File: config.mk
export PLATFORM = sky130hd
export DESIGN_NAME = lz_expand_8
export DESIGN_NICKNAME = d
export VERILOG_FILES = /design/src/rtl/lz_pkg.sv /design/src/rtl/lz_expand_dp.sv /design/src/rtl/lz_expand_8.sv
export SDC_FILE = /design/constraint.sdc
export NUM_CORES = 1
export LEC_CHECK = 0
export BUFFER_PORTS_ARGS = -buffer_cell sky130_fd_sc_hd__buf_2
export CAP_MARGIN = 10
export CORE_UTILIZATION = 52
export DETAILED_ROUTE_END_ITERATION = 8
export MAX_ROUTING_LAYER = met4
export PLACE_DENSITY = 0.85
export SLEW_MARGIN = 20
export SYNTH_ARGS = -nofsm -noshare
export SYNTH_HDL_FRONTEND = slang
export SYNTH_SLANG_ARGS = --single-unit
File: constraint.sdc
create_clock -name clk -period 3.5 [get_ports clk]
set_clock_uncertainty 0.2 [all_clocks]
set_input_delay 0.175 -clock clk [delete_from_list [all_inputs] [get_ports clk]]
set_output_delay 0.175 -clock clk [all_outputs]
set_load 0.01 [all_outputs]
File: src/rtl/lz_pkg.sv
// Constants shared by the leading-zero counter and its expander.
// Both ends use the same encoding for the all-zero operand.
package lz_pkg;

    localparam int LZ_WIDTH = 8;
    localparam int LZ_CNT_W = 4;
    // An all-zero operand is encoded as a count of LZ_MAX.
    localparam int LZ_MAX   = LZ_WIDTH;

    localparam logic [1:0] ST_IDLE  = 2'd0;
    localparam logic [1:0] ST_SHIFT = 2'd1;
    localparam logic [1:0] ST_DONE  = 2'd2;

endpackage

File: src/rtl/lz_expand_dp.sv
// Expander datapath: load/shift register, shift down-counter and saturation flag.
// The FSM in the top level drives the load and shift enables.
module lz_expand_dp
    import lz_pkg::*;
#(
    parameter int WIDTH = LZ_WIDTH,
    parameter int CNT_W = LZ_CNT_W
) (
    input  logic             clk,
    input  logic             rst_n,
    input  logic             load_i,
    input  logic             shift_i,
    input  logic [CNT_W-1:0] lz_i,
    input  logic [WIDTH-2:0] frac_i,
    output logic [WIDTH-1:0] shreg_o,
    output logic [CNT_W-1:0] cnt_o,
    output logic             sat_o
);

    localparam logic [CNT_W-1:0] CNT_MAX = CNT_W'(LZ_MAX);

    logic [WIDTH-1:0] shreg_q, shreg_d;
    logic [CNT_W-1:0] cnt_q, cnt_d;
    logic             sat_q, sat_d;

    always_comb begin
        shreg_d = shreg_q;
        cnt_d   = cnt_q;
        sat_d   = sat_q;
        if (load_i) begin
            // Restore the implicit leading one; clamp oversized counts.
            shreg_d = {1'b1, frac_i};
            cnt_d   = (lz_i > CNT_MAX) ? CNT_MAX : lz_i;
            sat_d   = (lz_i > CNT_MAX);
        end else if (shift_i) begin
            shreg_d = shreg_q >> 1;
            cnt_d   = cnt_q - 1'b1;
        end
    end

    always_ff @(posedge clk or negedge rst_n) begin
        if (!rst_n) begin
            shreg_q <= '0;
            cnt_q   <= '0;
            sat_q   <= 1'b0;
        end else begin
            shreg_q <= shreg_d;
            cnt_q   <= cnt_d;
            sat_q   <= sat_d;
        end
    end

    assign shreg_o = shreg_q;
    assign cnt_o   = cnt_q;
    assign sat_o   = sat_q;

endmodule

File: src/rtl/lz_expand_8.sv
// Rebuilds an 8-bit operand from its leading-zero code using a serial right
// shifter, with valid/ready handshakes on the input and output sides.
module lz_expand_8
    import lz_pkg::*;
#(
    parameter int WIDTH = LZ_WIDTH,
    parameter int CNT_W = LZ_CNT_W
) (
    input  logic             clk,
    input  logic             rst_n,
    input  logic             in_valid,
    output logic             in_ready,
    input  logic [CNT_W-1:0] in_lz,
    input  logic [WIDTH-2:0] in_frac,
    output logic             out_valid,
    input  logic             out_ready,
    output logic [WIDTH-1:0] out_data,
    output logic             out_sat
);

    logic [1:0]       state_q, state_d;
    logic             load, shift;
    logic [WIDTH-1:0] shreg;
    logic [CNT_W-1:0] cnt;
    logic             sat;

    // Gated by rst_n so no code is taken while reset is held.
    assign in_ready = rst_n & ((state_q == ST_IDLE) | ((state_q == ST_DONE) & out_ready));
    assign load     = in_valid & in_ready;
    assign shift    = (state_q == ST_SHIFT);

    always_comb begin
        state_d = state_q;
        case (state_q)
            ST_IDLE: begin
                if (load) state_d = (in_lz == '0) ? ST_DONE : ST_SHIFT;
            end
            ST_SHIFT: begin
                if (cnt == CNT_W'(1)) state_d = ST_DONE;
            end
            ST_DONE: begin
                if (load)           state_d = (in_lz == '0) ? ST_DONE : ST_SHIFT;
                else if (out_ready) state_d = ST_IDLE;
            end
            default: state_d = ST_IDLE;
        endcase
    end

    always_ff @(posedge clk or negedge rst_n) begin
        if (!rst_n) state_q <= ST_IDLE;
        else        state_q <= state_d;
    end

    lz_expand_dp #(
        .WIDTH (WIDTH),
        .CNT_W (CNT_W)
    ) u_dp (
        .clk     (clk),
        .rst_n   (rst_n),
        .load_i  (load),
        .shift_i (shift),
        .lz_i    (in_lz),
        .frac_i  (in_frac),
        .shreg_o (shreg),
        .cnt_o   (cnt),
        .sat_o   (sat)
    );

    assign out_valid = (state_q == ST_DONE);
    assign out_data  = shreg;
    assign out_sat   = sat;

endmodule

== Yosys cells after proc, flatten, opt, wreduce, memory -nomap -nowiden ==
Index checks and enable logic that the tools add are counted.
Storage, ports and cells
  logic and storage cells: 31
  output and inout port bits: 11
  input bits: 15
  flip-flop bits (word level): 15
Operators by class
  $lt $le $gt $ge: 1
  $add $sub $neg: 1
  reduce and logical (&&, ||, !) cells: 4
  multiplexer cells: 11
  bitwise operators: 4
  equal/unequal tests: 6
Operator list (count)
  two-way mux 8 bit: 2
  two-way mux 4 bit: 3
  two-way mux 2 bit: 5
  case mux 2 bit (3 select lines): 1
  == test 4 x 1 -> 1 bit (second input constant): 1
  greater-than comparator 4 bit (second input constant): 1
  logical NOT 4 bit: 1
  subtractor 4 x 1 -> 4 bit (second input constant): 1
  bitwise AND 1 bit: 3
  inequality test 3 x 1 -> 1 bit (second input constant): 1
  AND reduction 3 bit: 1
  == test 2 x 1 -> 1 bit (second input constant): 1
  == test 2 bit (second input constant): 1
  logical NOT 2 bit: 1
  inequality test 2 x 1 -> 1 bit (second input constant): 1
  inequality test 2 bit (second input constant): 1
  nonzero test 2 bit: 1
  bitwise OR 1 bit: 1

== Logic depth before layout (Yosys ltp) ==
  depth after elaboration: 7
  gate-level depth with buffers: 5
  mapped depth without buffers: 5

== By module ==
A second synthesis with hierarchy kept.
Unflattened totals
  cells, all modules: 75
  area total of the unflattened synthesis: 780.7 µm²
By module, submodules not included
  lz_expand_dp: area an instance 618.1 µm², instances 1, cells each 59
  lz_expand_8: area an instance 162.7 µm², instances 1, cells each 16

== Worst setup path before layout ==
OpenSTA, ideal clock, no wires.
  path type: register to register
  from: register state_q[0]
  to: register u_dp.shreg_q[4], in the netlist u_dp.shreg_o[4]
  cell stages (with the launch flop): 5
  slack: 1.951 ns
  library setup time: 0.125 ns
  path buffers: 1
  period minus slack after synthesis: 1.549 ns
  data required time: 3.175 ns
  data arrival time: 1.224 ns
  path through: dfrtp_1 > nor2b_1 > buf_6 > mux2_4 > mux2_4
On the way
  longest elaborated chain between the ends: 6
RTL lines
  start, declared: RTL line lz_expand_8.sv:21  | logic [1:0] state_q, state_d;
  start signal, assigned: RTL line lz_expand_8.sv:51  | else state_q <= state_d;
  == test 2 bit: RTL line lz_expand_8.sv:28  | assign in_ready = rst_n & ((state_q == ST_IDLE) | ((state_q == ST_DONE) & out_ready));
  bitwise AND 1 bit: RTL line lz_expand_8.sv:28
  bitwise OR 1 bit: RTL line lz_expand_8.sv:28
  bitwise AND 1 bit: RTL line lz_expand_8.sv:28
  bitwise AND 1 bit: RTL line lz_expand_8.sv:29  | assign load = in_valid & in_ready;
  two-way mux 8 bit or nonzero test 2 bit (tied branches)
  end signal, assigned: RTL line lz_expand_dp.sv:47  | shreg_q <= shreg_d;
  end, declared: RTL line lz_expand_dp.sv:22  | logic [WIDTH-1:0] shreg_q, shreg_d;
Several ways; a longest one is shown, not always the timed one.
A chain may end at the register's enable or synchronous reset.

== Worst setup path in the final report ==
Same ends and word-level chain as after synthesis.

==> metrics.md <==
| Metric | Value |
|---|---|
| Met3 Use GR | under 10% |
| Critical path startpoint | state_q[0]$_DFFE_PN0P_ |
| Least-Margin Pin Slew | between 700 and 800 ps |
| Hold Crit Start | in_lz[3] |
| Met2 Resource Use GR | 40.63% |
| ANT nets after route | 0 |
| Crit-path slowest cell | nor2b_1 |
| Design Area, Final | roughly 1100 µm² |
| Worst R2R Path Depth | 3 |
| Sequential share of the synthesized area | a little under half |
| Worst-Skew Late Latency | 280 ps |
| Final wirelength | 1883 µm |
| # clock sinks | 15 |
| Crit path top cell by count | mux2_4 |
| Post-synthesis mux area share | between 10% and 20% |
| Net Sw Frac | between 30% and 40% |
| Critical Path Max Stage Delay | 610 ps |
| Max Cap Violations | 0 |
| Distinct cells, synth | 31 |
| Placeable Area | 1506 µm² |
| Compound-Gate Fraction of Synth Area | 15.92% |
| CTS tree | done |
| WS Path Type | flip-flop to flip-flop |
| Xor/xnor share of the synthesized area | ~1.1% |
| Clock slew at reported path FFs | approximately 90 ps |
| Tmin final | between 1500 and 2000 ps |
| Final Hold Fails | 0 |
| Die area | around 1800 µm² |
| Post-synthesis simple-gate area fraction | around 17% |
| Cell family with the largest share of critical-path delay | simple AND/OR/NAND/NOR gates |
| GRT overflow | 0 |
| Port buffer count | 25 |
| Status | finished, final reports clean |
| DRT iter0 DRCs | 15 |
| Post-DP HPWL | roughly 1300 µm |
| Yosys reg bits | 15 |
| RR Startpoint | state_q[0]$_DFFE_PN0P_ |
| Largest net degree at the start of global routing | 19 |
| Layout area overhead | 28.53% |
| Synth Area in Adders | 3.003% |
| Cells after Synth | 76 |
| Slew HR | 52.95% |
| Initial antenna violation count | 0 |
| First-pass GRT wire length | between 3000 and 4000 µm |
| Die width | ~42 µm |
| Placed cell area | 954.7 µm² |
| Final setup fails | 0 |
| Peak supply drop | 0.0004507 V |
| Hold worst-path end | u_dp.cnt_o[3]$_DFFE_PN0P_ |
| NetSw | ~0.00032 W |
| CP bufs+invs | 0 |
| Critical Path, Cell by Cell | nor2b_1, mux2_4, mux2_4 |
| DRC violations left | 0 |
| Crit-path max FO | 9 |
| FF/Latch Area | about 380 µm² |
| Vias per cell | 5.913 |
| Fillers | about 110 |
| Critical path capture point type | flip-flop |
| Clock tree buffer depth | 2 |
| CP Launch Type | flip-flop |
| I/O pin cnt | 26 |
| Clock share of power | a little under an eighth |
| DR pass1 iterations | 4 |
| LEAKAGE | roughly 0.53 nW |
| Yosys warns | 0 |
| Setup TNS | 0 ps |
| Total vias in the final route | roughly 750 |
| Sequential share of power | roughly 40% |
| Multi-input gate area | just over 400 µm² |
| FF-to-FF End | u_dp.shreg_o[4]$_DFFE_PN0P_ |
| Wirelength per Cell | around 15 µm |
| R2R setup slack | about 1500 ps |
| Nets | 129 |
| CP Data Required Time | around 3500 ps |
| Final Max Tran Viols | 0 |
| GRT Resource Usage Total | between 20% and 30% |
| CP arrival | about 1900 ps |
| FP Rows | 14 |
| Worst hold path class | primary input to flip-flop |
| Cell Pwr Density | about 770 nW/µm² |
| Combinational family with the most area after synthesis | simple AND/OR/NAND/NOR gates |
| Syn nets | 93 |
| Initial Util | between 50% and 60% |
| Total chip power | 0.0008272 W |
| Vias in the first global route | 737 |
| Unrepaired setup endpoints after global routing | no |
| Instance count on the critical path | 3 |
| H-tree Lvls | 1 |
| Final Util | between 70% and 80% |
| Grt met1 use | between 30% and 40% |
| Share of layout cells above drive strength 1 | between 30% and 40% |
| Hold depth | 3 |
| Min Hold Slack | 23.18 ps |
| Final Cycle Share | a little under three fifths |
| Fmax | a little over 0.5 GHz |
| Syn_area_per_cell | roughly 11 µm² |
| Final GP Congestion | 0.7435 |
| DIE HEIGHT | between 40 and 50 µm |
| Internal power | a little over 0.0005 W |
| Busiest grt layer | met2 |
| Root buffer cell | clkbuf_4 |
| Antenna Cells | 0 |
| CTS Buf Count | 3 |
| Comb power frac | 48.8% |
| Cell Area, Synth | about 830 µm² |
registers in the layout (all words and copies together), names as in the netlist:
register	cells
u_dp.shreg_o	8
u_dp.cnt_o	4
state_q	2
u_dp.sat_o	1
synth_stat cells (all sizes together):
master  count  area, µm²
dfrtp      15      375.4
o21ai       5      25.02
o31a        1      8.760
mux2        6      75.07
nor3b       1      7.510
o211ai      1      7.510
nand2b      4      27.53
and3b       2      20.02
inv         8      30.03
and2b       1      8.760
nand3       1      5.000
or3         2      12.51
o22ai       1      6.260
a221oi      1      8.760
a221o       1      11.26
a21oi       2      10.01
nand3b      1      7.510
o221a       1      11.26
mux2i       2      20.02
nor2b       4      25.02
nor4        1      6.260
xor2        1      8.760
buf         3      23.77
nand2       4      22.52
ha          2      25.02
a32oi       5      43.79
worst min-delay path, delay by kind of cell:
| family | cells | cell delay, ps |
|---|---|---|
| AOI/OAI and AO/OA | 1 | 80 |
| and+or+nand+nor | 1 | 70 |
| buffers and inverters | 1 | 130 |
timing repair:
item                                    in CTS  in global routing
buffers inserted                             0                  0
endpoints found under the hold margin       23                  0
hold buffers                                 9                  0
endpoints found under the setup margin       0                  0
resized for setup                            0                  0
power groups by stage:
stage               Clock (W)  Combinational [W]  Sequential (W)
global placement            0           0.000382        0.000317
global route         0.000109           0.000454        0.000336
floorplan                   0           0.000276        0.000334
CTS                 0.0000983           0.000404        0.000322
finish              0.0000963           0.000404        0.000327
detailed placement          0           0.000394        0.000326
stage by stage:
stage	std cells	setup slack, ps
after detailed placement	114	1597
after floorplan	76	1951
after global placement	114	1655
final	127	1535
after CTS	127	1583
after global routing	127	1450
routing by layer:
layer | share of wire [%] | wire length (µm) | up-vias
li1 | - | - | 349
met1 | 45 | 841 | 367
met2 | 48 | 907 | 28
met3 | 4.8 | 90 | 7
met4 | 2.3 | 43 | 0
met5 | 0 | 0 | -
cell families (layout without fill, tap and decap cells):
group	Yosys count	count (layout)
compound gates	18	18
xor+xnor	1	1
fa+ha+maj	2	2
buf+inv	11	46
flops	15	15
mux	8	8
simple gates	21	21
placed cells by master (no fill, tap or decap), drive strengths merged:
cell type,netlist,routed
o221a,1,1
o22ai,1,1
a32oi,5,5
or3,2,2
a221oi,1,1
and3b,2,2
nor4,1,1
and2b,1,1
nand3b,1,1
nor2b,4,4
mux2i,2,2
a21oi,2,2
nand2,4,4
xor2,1,1
clkbuf,0,4
dlygate4sd3,0,9
a221o,1,1
nand3,1,1
o31a,1,1
mux2,6,6
ha,2,2
buf,3,25
nor3b,1,1
inv,8,8
o211ai,1,1
o21ai,5,5
dfrtp,15,15
nand2b,4,4
how the worst max path moves through the flow:
stage	end	slack, ps
global route	u_dp.shreg_o[4]$_DFFE_PN0P_	1450
global placement	u_dp.shreg_o[4]$_DFFE_PN0P_	1650
finish	u_dp.shreg_o[4]$_DFFE_PN0P_	1540
floorplan	u_dp.shreg_o[4]$_DFFE_PN0P_	1950
detailed placement	u_dp.shreg_o[4]$_DFFE_PN0P_	1600
CTS	u_dp.shreg_o[4]$_DFFE_PN0P_	1580
final cells by class:
| cell class | count | area share [%] |
|---|---|---|
| Clock buffer | 4 | 2.453 |
| Multi-Input combinational cell | 50 | 37.73 |
| Tap cell | 16 | 1.869 |
| Inverter | 8 | 2.804 |
| Sequential cell | 15 | 35.05 |
| Timing Repair Buffer | 34 | 20.09 |
Power figures use the tool's default switching activity.
